<file path="src/rtl/mini_alu_core.sv">
// mini_alu_core: two-stage (fetch/execute) mini ALU with register file, CALL/RET stack and a VGA write port.
// Optional MUL (opcode 11) is built only when the macro MINI_ALU_MUL_EN is defined.
module mini_alu_core #(
  parameter int DATA_W      = 16,
  parameter int ADDR_W      = 16,
  parameter int REG_AW      = 3,
  parameter int STACK_DEPTH = 4,
  parameter int COLOR_W     = 3
) (
  input  logic                Clock,
  input  logic                Reset,
  output logic [ADDR_W-1:0]   oIP,
  input  logic [27:0]         iInstruction,
  output logic                oVGAWe,
  output logic [15:0]         oVGAAddr,
  output logic [COLOR_W-1:0]  oVGAColor,
  input  logic                iVGAReady,
  output logic                oStackErr,
  input  logic [REG_AW-1:0]   iDbgSel,
  output logic [DATA_W-1:0]   oDbgData
);
  localparam int NREG  = 2**REG_AW;
  localparam int SP_W  = $clog2(STACK_DEPTH + 1);
  localparam int IDX_W = (STACK_DEPTH > 1) ? $clog2(STACK_DEPTH) : 1;

  localparam logic [3:0] OP_STO  = 4'd1;
  localparam logic [3:0] OP_ADD  = 4'd2;
  localparam logic [3:0] OP_SUB  = 4'd3;
  localparam logic [3:0] OP_INC  = 4'd4;
  localparam logic [3:0] OP_BLE  = 4'd5;
  localparam logic [3:0] OP_BGE  = 4'd6;
  localparam logic [3:0] OP_JMP  = 4'd7;
  localparam logic [3:0] OP_CALL = 4'd8;
  localparam logic [3:0] OP_RET  = 4'd9;
  localparam logic [3:0] OP_VGA  = 4'd10;
`ifdef MINI_ALU_MUL_EN
  localparam logic [3:0] OP_MUL  = 4'd11;
`endif

  logic [ADDR_W-1:0] ip_q, ip_d, iraddr_q, iraddr_d;
  logic [27:0]       ir_q, ir_d;
  logic [DATA_W-1:0] rf_q [NREG];
  logic [ADDR_W-1:0] stack_q [STACK_DEPTH];
  logic [SP_W-1:0]   sp_q;
  logic              err_q, err_d;

  logic [3:0]        op_s;
  logic [7:0]        d_s, s1_s, s0_s;
  logic [DATA_W-1:0] rs1_s, rs0_s, rf_wdata_s;
  logic              rf_we_s, jmp_s, push_s, pop_s, err_set_s, stall_s;
  logic              sp_full_s, sp_empty_s;
  logic [IDX_W-1:0]  top_idx_s, push_idx_s;

  assign op_s  = ir_q[27:24];
  assign d_s   = ir_q[23:16];
  assign s1_s  = ir_q[15:8];
  assign s0_s  = ir_q[7:0];
  assign rs1_s = rf_q[s1_s[REG_AW-1:0]];
  assign rs0_s = rf_q[s0_s[REG_AW-1:0]];

  assign sp_full_s  = (sp_q == SP_W'(STACK_DEPTH));
  assign sp_empty_s = (sp_q == '0);
  assign top_idx_s  = IDX_W'(sp_q - SP_W'(1));
  assign push_idx_s = IDX_W'(sp_q);

  // Instruction decode: register write, control transfer and stack actions
  always_comb begin
    rf_we_s    = 1'b0;
    rf_wdata_s = '0;
    jmp_s      = 1'b0;
    push_s     = 1'b0;
    pop_s      = 1'b0;
    err_set_s  = 1'b0;
    case (op_s)
      OP_STO:  begin rf_we_s = 1'b1; rf_wdata_s = DATA_W'({s1_s, s0_s}); end
      OP_ADD:  begin rf_we_s = 1'b1; rf_wdata_s = rs1_s + rs0_s; end
      OP_SUB:  begin rf_we_s = 1'b1; rf_wdata_s = rs1_s - rs0_s; end
      OP_INC:  begin rf_we_s = 1'b1; rf_wdata_s = rs1_s + DATA_W'(1); end
      OP_BLE:  jmp_s = (rs1_s <= rs0_s);
      OP_BGE:  jmp_s = (rs1_s >= rs0_s);
      OP_JMP:  jmp_s = 1'b1;
      // A CALL on a full stack loses its return address but still jumps
      OP_CALL: begin jmp_s = 1'b1; push_s = ~sp_full_s; err_set_s = sp_full_s; end
      OP_RET:  begin pop_s = ~sp_empty_s; err_set_s = sp_empty_s; end
`ifdef MINI_ALU_MUL_EN
      OP_MUL:  begin rf_we_s = 1'b1; rf_wdata_s = rs1_s * rs0_s; end
`endif
      default: rf_we_s = 1'b0;
    endcase
  end

  // A VGA request freezes the pipeline until the video RAM takes it
  assign stall_s  = (op_s == OP_VGA) && !iVGAReady;
  assign ip_d     = stall_s ? ip_q :
                    pop_s   ? stack_q[top_idx_s] :
                    jmp_s   ? ADDR_W'(d_s) : ip_q + ADDR_W'(1);
  assign ir_d     = stall_s ? ir_q : ((pop_s || jmp_s) ? 28'h0 : iInstruction);
  assign iraddr_d = stall_s ? iraddr_q : ip_q;
  assign err_d    = err_q | err_set_s;

  // Pipeline, register file, return stack and sticky error flag
  always_ff @(posedge Clock or negedge Reset) begin
    if (!Reset) begin
      ip_q     <= '0;
      ir_q     <= 28'h0;
      iraddr_q <= '0;
      sp_q     <= '0;
      err_q    <= 1'b0;
      for (int i = 0; i < NREG; i++) rf_q[i] <= '0;
      for (int i = 0; i < STACK_DEPTH; i++) stack_q[i] <= '0;
    end else begin
      ip_q     <= ip_d;
      ir_q     <= ir_d;
      iraddr_q <= iraddr_d;
      err_q    <= err_d;
      if (rf_we_s) rf_q[d_s[REG_AW-1:0]] <= rf_wdata_s;
      if (push_s) begin
        stack_q[push_idx_s] <= iraddr_q + ADDR_W'(1);
        sp_q                <= sp_q + SP_W'(1);
      end else if (pop_s) begin
        sp_q <= sp_q - SP_W'(1);
      end
    end
  end

  assign oIP       = ip_q;
  assign oVGAWe    = (op_s == OP_VGA);
  assign oVGAAddr  = {rs1_s[7:0], rs0_s[7:0]};
  assign oVGAColor = d_s[COLOR_W-1:0];
  assign oStackErr = err_q;
  assign oDbgData  = rf_q[iDbgSel];
endmodule
</file>
<file path="config.mk">
export PLATFORM = sky130hd
export DESIGN_NAME = mini_alu_core
export DESIGN_NICKNAME = d
export VERILOG_FILES = /design/src/rtl/mini_alu_core.sv
export SDC_FILE = /design/constraint.sdc
export NUM_CORES = 1
export LEC_CHECK = 0
export BUFFER_PORTS_ARGS = -buffer_cell sky130_fd_sc_hd__buf_2
export CORE_MARGIN = 2
export CORE_UTILIZATION = 55
export DETAILED_ROUTE_END_ITERATION = 8
export PLACE_DENSITY = 0.72
export SYNTH_ARGS = -nofsm -noshare
export SYNTH_HDL_FRONTEND = slang
export SYNTH_SLANG_ARGS = --single-unit
</file>
<file path="constraint.sdc">
create_clock -name Clock -period 4 [get_ports Clock]
set_input_delay 0.6 -clock Clock [delete_from_list [all_inputs] [get_ports Clock]]
set_output_delay 0.6 -clock Clock [all_outputs]
set_load 0.01 [all_outputs]
</file>
# Word-level counts from Yosys, hierarchy flattened
# Index checks and enable logic that the tools add are counted.
# W data, S select, Z words.
dict set report classes {
  addsub 7
  n_lt_le_gt_ge 10
  n_eq_ne 11
  muxes 29
  bitwise 9
  reduce_logical 9
}
# operator n
set ops {}
lappend ops {{$mux W16} 12}
lappend ops {{$bmux W16 S3} 3}
lappend ops {{$bwmux W128} 1}
lappend ops {{$bwmux W64} 1}
lappend ops {{$pmux W16 S4} 1}
lappend ops {{$add A16 B1 Y16 const B} 3}
lappend ops {{$demux W16 S3} 1}
lappend ops {{$bmux W16 S2} 1}
lappend ops {{$demux W16 S2} 1}
lappend ops {{$mux W28} 1}
lappend ops {{$add A16 B16 Y16} 1}
lappend ops {{$eq A4 B3 Y1 const B} 4}
lappend ops {{$ge A16 B16 Y1} 1}
lappend ops {{$ge A4 B4 Y1 const B} 4}
lappend ops {{$le A16 B16 Y1} 1}
lappend ops {{$not A3 Y4} 4}
lappend ops {{$sub A16 B16 Y16} 1}
lappend ops {{$eq A4 B4 Y1 const B} 3}
lappend ops {{$eq A4 B2 Y1 const B} 2}
lappend ops {{$ge A3 B3 Y1 const B} 2}
lappend ops {{$mux W3} 2}
lappend ops {{$not A2 Y3} 2}
lappend ops {{$eq A4 B1 Y1 const B} 1}
lappend ops {{$lt A4 B1 Y1 const B} 1}
lappend ops {{16 further kinds} 21}
dict set report word_totals {
  regBits 256
  inputBits 34
  out_inout_bits 53
}

# Longest topological paths before layout
dict set report depth {
  depth_word 8
  depth_mapped 15
}

# Worst setup path after synthesis
# Ideal clock, no wire load.
dict set report synth_timing {
  kind {register to register}
  startpoint {register ir_q[8]}
  endpoint {register rf_q[44] in the netlist's numbering}
  arrival_time_ps 4294
  path_slack_ps -448
  stages_incl_launch_ff 15
  n_path_buf 2
  path_cell_list {dfrtp_1 > clkbuf_1 > buf_1 > mux4_2 > mux2i_1 > inv_1 > ha_1 > fa_1 > a211oi_1 > o21ai_1 > a211oi_1 > o21bai_1 > xor2_1 > a222oi_1 > a21oi_1}
}
dict set report synth_via {
  elab_chain_cells 7
  elab_cells_between_ends 9
  cone_classes {add/sub (3); mux (5); bitwise (1)}
}
# element line
set synth_lines {}
lappend synth_lines {{from (decl)} 41} ;# logic [27:0] ir_q, ir_d;
lappend synth_lines {{from (signal assigned)} 113} ;# ir_q <= ir_d;
lappend synth_lines {{$not A3 Y4 (implied by the code) (*)} 58} ;# assign rs1_s = rf_q[s1_s[REG_AW-1:0]];
lappend synth_lines {{$bmux W16 S3 (*)} 58}
lappend synth_lines {{$mux W16 (implied by the code) (*) (2 in a row)} 58}
lappend synth_lines {{via oVGAAddr[8]} 15} ;# output logic [15:0] oVGAAddr,
lappend synth_lines {{$add A16 B1 Y16 (tied with other cells)} 78} ;# OP_INC: begin rf_we_s = 1'b1; rf_wdata_s = rs1_s + DATA_W'(1); end
lappend synth_lines {{$pmux W16 S4 (*)} 74} ;# case (op_s)
lappend synth_lines {{$bwmux W128 (*)} 116} ;# if (rf_we_s) rf_q[d_s[REG_AW-1:0]] <= rf_wdata_s;
lappend synth_lines {{to (signal, indexed assignment)} 116}
lappend synth_lines {{to (decl)} 42} ;# logic [DATA_W-1:0] rf_q [NREG];
# The timed path passes the listed nets; every way through them passes the cells marked *. The select of a mux whose other input is x is not followed.
# A chain may end at the register's enable or synchronous reset.

# Worst setup path after layout
dict set report layout_timing {
  startpoint {register ir_q[0]}
  endpoint {register rf_q[92] in the netlist's numbering}
}
dict set report layout_via {
  elab_chain_cells 7
  elab_cells_between_ends 8
  cone_classes {add/sub (2); mux (5); bitwise (1)}
}
# element line
set layout_lines {}
lappend layout_lines {{$not A3 Y4 (implied by the code) (*)} 59} ;# assign rs0_s = rf_q[s0_s[REG_AW-1:0]];
lappend layout_lines {{$bmux W16 S3 (*)} 59}
lappend layout_lines {{$mux W16 (implied by the code) (*) (2 in a row)} 59}
lappend layout_lines {{$sub A16 B16 Y16 or $add A16 B16 Y16 (tied branches)} {77, 76}}
lappend layout_lines {{$pmux W16 S4 (*)} 74}
lappend layout_lines {{$bwmux W128 (*)} 116}
# Every way passes the cells marked *; elsewhere a longest branch is shown, timed or not. The select of a mux whose other input is x is not followed.

==> results.toml <==
[run_status]
outcome = "finished, final reports clean"

[clocking]
cts_buffers = 28
worst_setup_hold_path_clk_slew_ps = 60
cts_max_level = 1
clkSinkCount = 256
tritoncts = "done"
clock-root-buffer = "sky130_fd_sc_hd__clkbuf_16"
worstSkewPairLatency_ps = 550
max-clock-path-buffers = 3

[detailed_routing]
routed_wire_length_per_instance_um = 21.9
drtAntennaViolNets = 0
initialDrtViolationCount = 1211
routed-via-count = 12200
drt_pass1_iterations = 5
post-route-drc-count = 0
wirelength_um = 42000
post_detailed_route_via_to_cell_ratio = 6.35

[global_routing]
grt_pass1_vias = 12000
grt_use_total_pct = 30.0
gr_overflow_total = 0
global_route_wire_length_before_repair_um = 67100
grt_max_degree = 88
number_of_antenna_violations_at_the_first_check_in_global_routing = 0

[critical_path]
crit_path_start = "ir_q[0]"
crit_fanout = 8
r2r_depth = 13
setup.worst_path.class = "register to register"
timing.rr.end = "rf_q[92]"
cp-end-kind = "register"
startpoint_type = "register"
timing.critical_path.required_ps = 4420
setup.reg_to_reg.worst_slack_ps = 130
cp_data_arrival_time_ps = 4280
reg2reg_from = "ir_q[0]"
worstSetupEndpoint = "rf_q[92]"

[synthesis]
synth_compound_area_share_pct = 14.0
synth_xor_xnor_area_share_pct = 2.55
synthMuxAreaShare_pct = 21.0
netlist_instances = 1466
synthesis.area_mm2 = 0.0151
synth_cell_types = 63
synth_top_flop_cell = "sky130_fd_sc_hd__dfrtp_1"
synth-edff-count = 0
synth_adder_area_share_pct = 3.50
post_synth.cell_area_avg_um2 = 10.3
synth_warnings = 0
async_reset_ff_share_pct = 100
postSynthNetCount = 1541
synth-seq-cells = 256
dominant_combinational_cell_family_by_area_after_synthesis = "multiplexers"
post_synth_and_or_nand_nor_area_fraction_pct = 13.0
proportion_of_synthesized_chip_area_in_sequential_cells_pct = 42.4

[sta]
layout_min_cycle_time_ps = 3870
tns_ps = 0
post-route-period-util_pct = 96.7
relSlewSlack_pct = 28.2
max_clock_freq_mhz = 259
report.final.setup_viol = 0
final_max_slew_viol_count = 0
worst_pin_slew_ps = 1070
finalHoldViolations = 0
finClkSkew_ps = 9.45

[floorplanning]
die_height_um = 170
die_area_mm2 = 0.0288
die-width_um = 170
floorplan.initialDensity_pct = 56.0
top_level_ports = 87
number_of_rows_created_at_floorplan = 60
core_mm2 = 0.0270

[hold_path]
hold_class = "input pin to register"
min_path_cells = 3

[placed_design]
place.detailed.hpwl_um = 28600
io_buffers = 86
gp_routability_congestion = 0.965

[cells_and_area]
layout-drive-gt1-share_pct = 24.7
finalNetCount = 1631
fill_cell_instance_count_of_the_final_layout = 2079
syn_to_final_growth_pct = 14.2
num_antenna_cells = 0

[job]
max_capacitance_violation_total = 0
-- synthesized netlist by cell type (all sizes together), types with 23 or more instances --
master,instances,area (um2)
clkbuf,79,297
buf,23,119
a31oi,23,159
ha,39,488
nor2,173,649
mux4,112,2520
mux2,41,462
dfrtp,256,6410
o21ai,123,616
a21oi,129,646
inv,30,113
xnor2,25,219
nand2,202,761
-- cell type report --
type                    count  area (um2)  share of cell area [%]
multi-input cells        1078        8240                    47.8
flip-flops and latches    256        6410                    37.2
repair buffers            162        1140                    6.63
clock buffers              43         848                    4.92
well taps                 341         427                    2.47
inverters                  30         113                   0.653
clock inverters             6        58.8                   0.341
-- registers in the layout, summed over array words and instances (netlist names) --
register   flops
ir_q          28
iraddr_q      16
oIP           16
oStackErr      1
rf_q         128
sp_q           3
stack_q       64
-- cell usage in the layout, fill, tap and decap left out, types with 22 or more instances in the layout --
cell                        instances
sky130_fd_sc_hd__dfrtp_1          254
sky130_fd_sc_hd__nand2_1          201
sky130_fd_sc_hd__xnor2_1           25
sky130_fd_sc_hd__nor2_1           172
sky130_fd_sc_hd__buf_4             64
sky130_fd_sc_hd__a31oi_1           22
sky130_fd_sc_hd__inv_1             30
sky130_fd_sc_hd__mux4_2           112
sky130_fd_sc_hd__buf_2             85
sky130_fd_sc_hd__mux2_2            41
sky130_fd_sc_hd__ha_1              39
sky130_fd_sc_hd__clkbuf_16         29
sky130_fd_sc_hd__a21oi_1          127
sky130_fd_sc_hd__o21ai_0          120
-- logic make-up (layout without fill, tap and decap cells) --
logic type               count (synthesis)  in the layout
AND/OR/NAND/NOR                        464            464
AO/OA/AOI/OAI                          357            357
flip-flops                             256            256
multiplexers                           172            172
buffers and inverters                  132            241
XOR/XNOR                                44             44
adder cells (fa/ha/maj)                 41             41
-- metal layers --
| layer | track usage (%) | wire length (um) | vias up |
|---|---|---|---|
| met1 | 42.5 | 17500 | 6035 |
| met5 | 0 | 0 | - |
| li1 | - | - | 5495 |
| met2 | 48.2 | 19800 | 545 |
| met3 | 4.80 | 3350 | 96 |
| met4 | 8.84 | 1250 | 0 |
-- through the flow --
step | cells | cell area [um2] | utilization [%] | hold WS [ps] | worst slack (ps)
2_1_floorplan | 1466 | 15100 | - | 304 | 34.6
3_3_place_gp | 1865 | 16300 | 60.4 | 448 | 131
3_5_place_dp | 1865 | 16300 | 60.4 | 447 | 101
4_1_cts | 1915 | 17200 | 63.8 | 272 | 30.5
5_1_grt | 1916 | 17200 | 64.0 | 287 | -10.6
6_report | 1916 | 17200 | 64.0 | 287 | 133
-- worst min path at each step --
stage | start | end | slack, ps
after global placement | Reset | ir_q[18] | 450
after global routing | iInstruction[27] | ir_q[27] | 290
after CTS | iInstruction[27] | ir_q[27] | 270
after floorplan | Reset | ir_q[0] | 300
after detailed placement | Reset | ir_q[18] | 450
final | iInstruction[27] | ir_q[27] | 290
-- critical path, cell delays in order (launching register included) --
cell and delay [ps]:
sky130_fd_sc_hd__dfrtp_2 450, sky130_fd_sc_hd__mux4_2 540, sky130_fd_sc_hd__mux2_2 300, sky130_fd_sc_hd__or2_2 290
sky130_fd_sc_hd__ha_1 250, sky130_fd_sc_hd__fa_2 420, sky130_fd_sc_hd__a211oi_2 270, sky130_fd_sc_hd__o21ai_2 150
sky130_fd_sc_hd__a211oi_1 230, sky130_fd_sc_hd__o21bai_1 100, sky130_fd_sc_hd__xor2_1 150, sky130_fd_sc_hd__a222oi_1 280
sky130_fd_sc_hd__buf_4 220, sky130_fd_sc_hd__o21ai_1 80
-- timing repair --
item                       4_1_cts  5_1_grt
buffers inserted                 0        1
gates resized for setup          0       10
hold endpoints to repair        19        0
setup endpoints to repair        0       47
hold buffers                     1        0
Power is not shown: default switching activity piles up to over one toggle a cycle in this logic, so the estimate is an artifact.
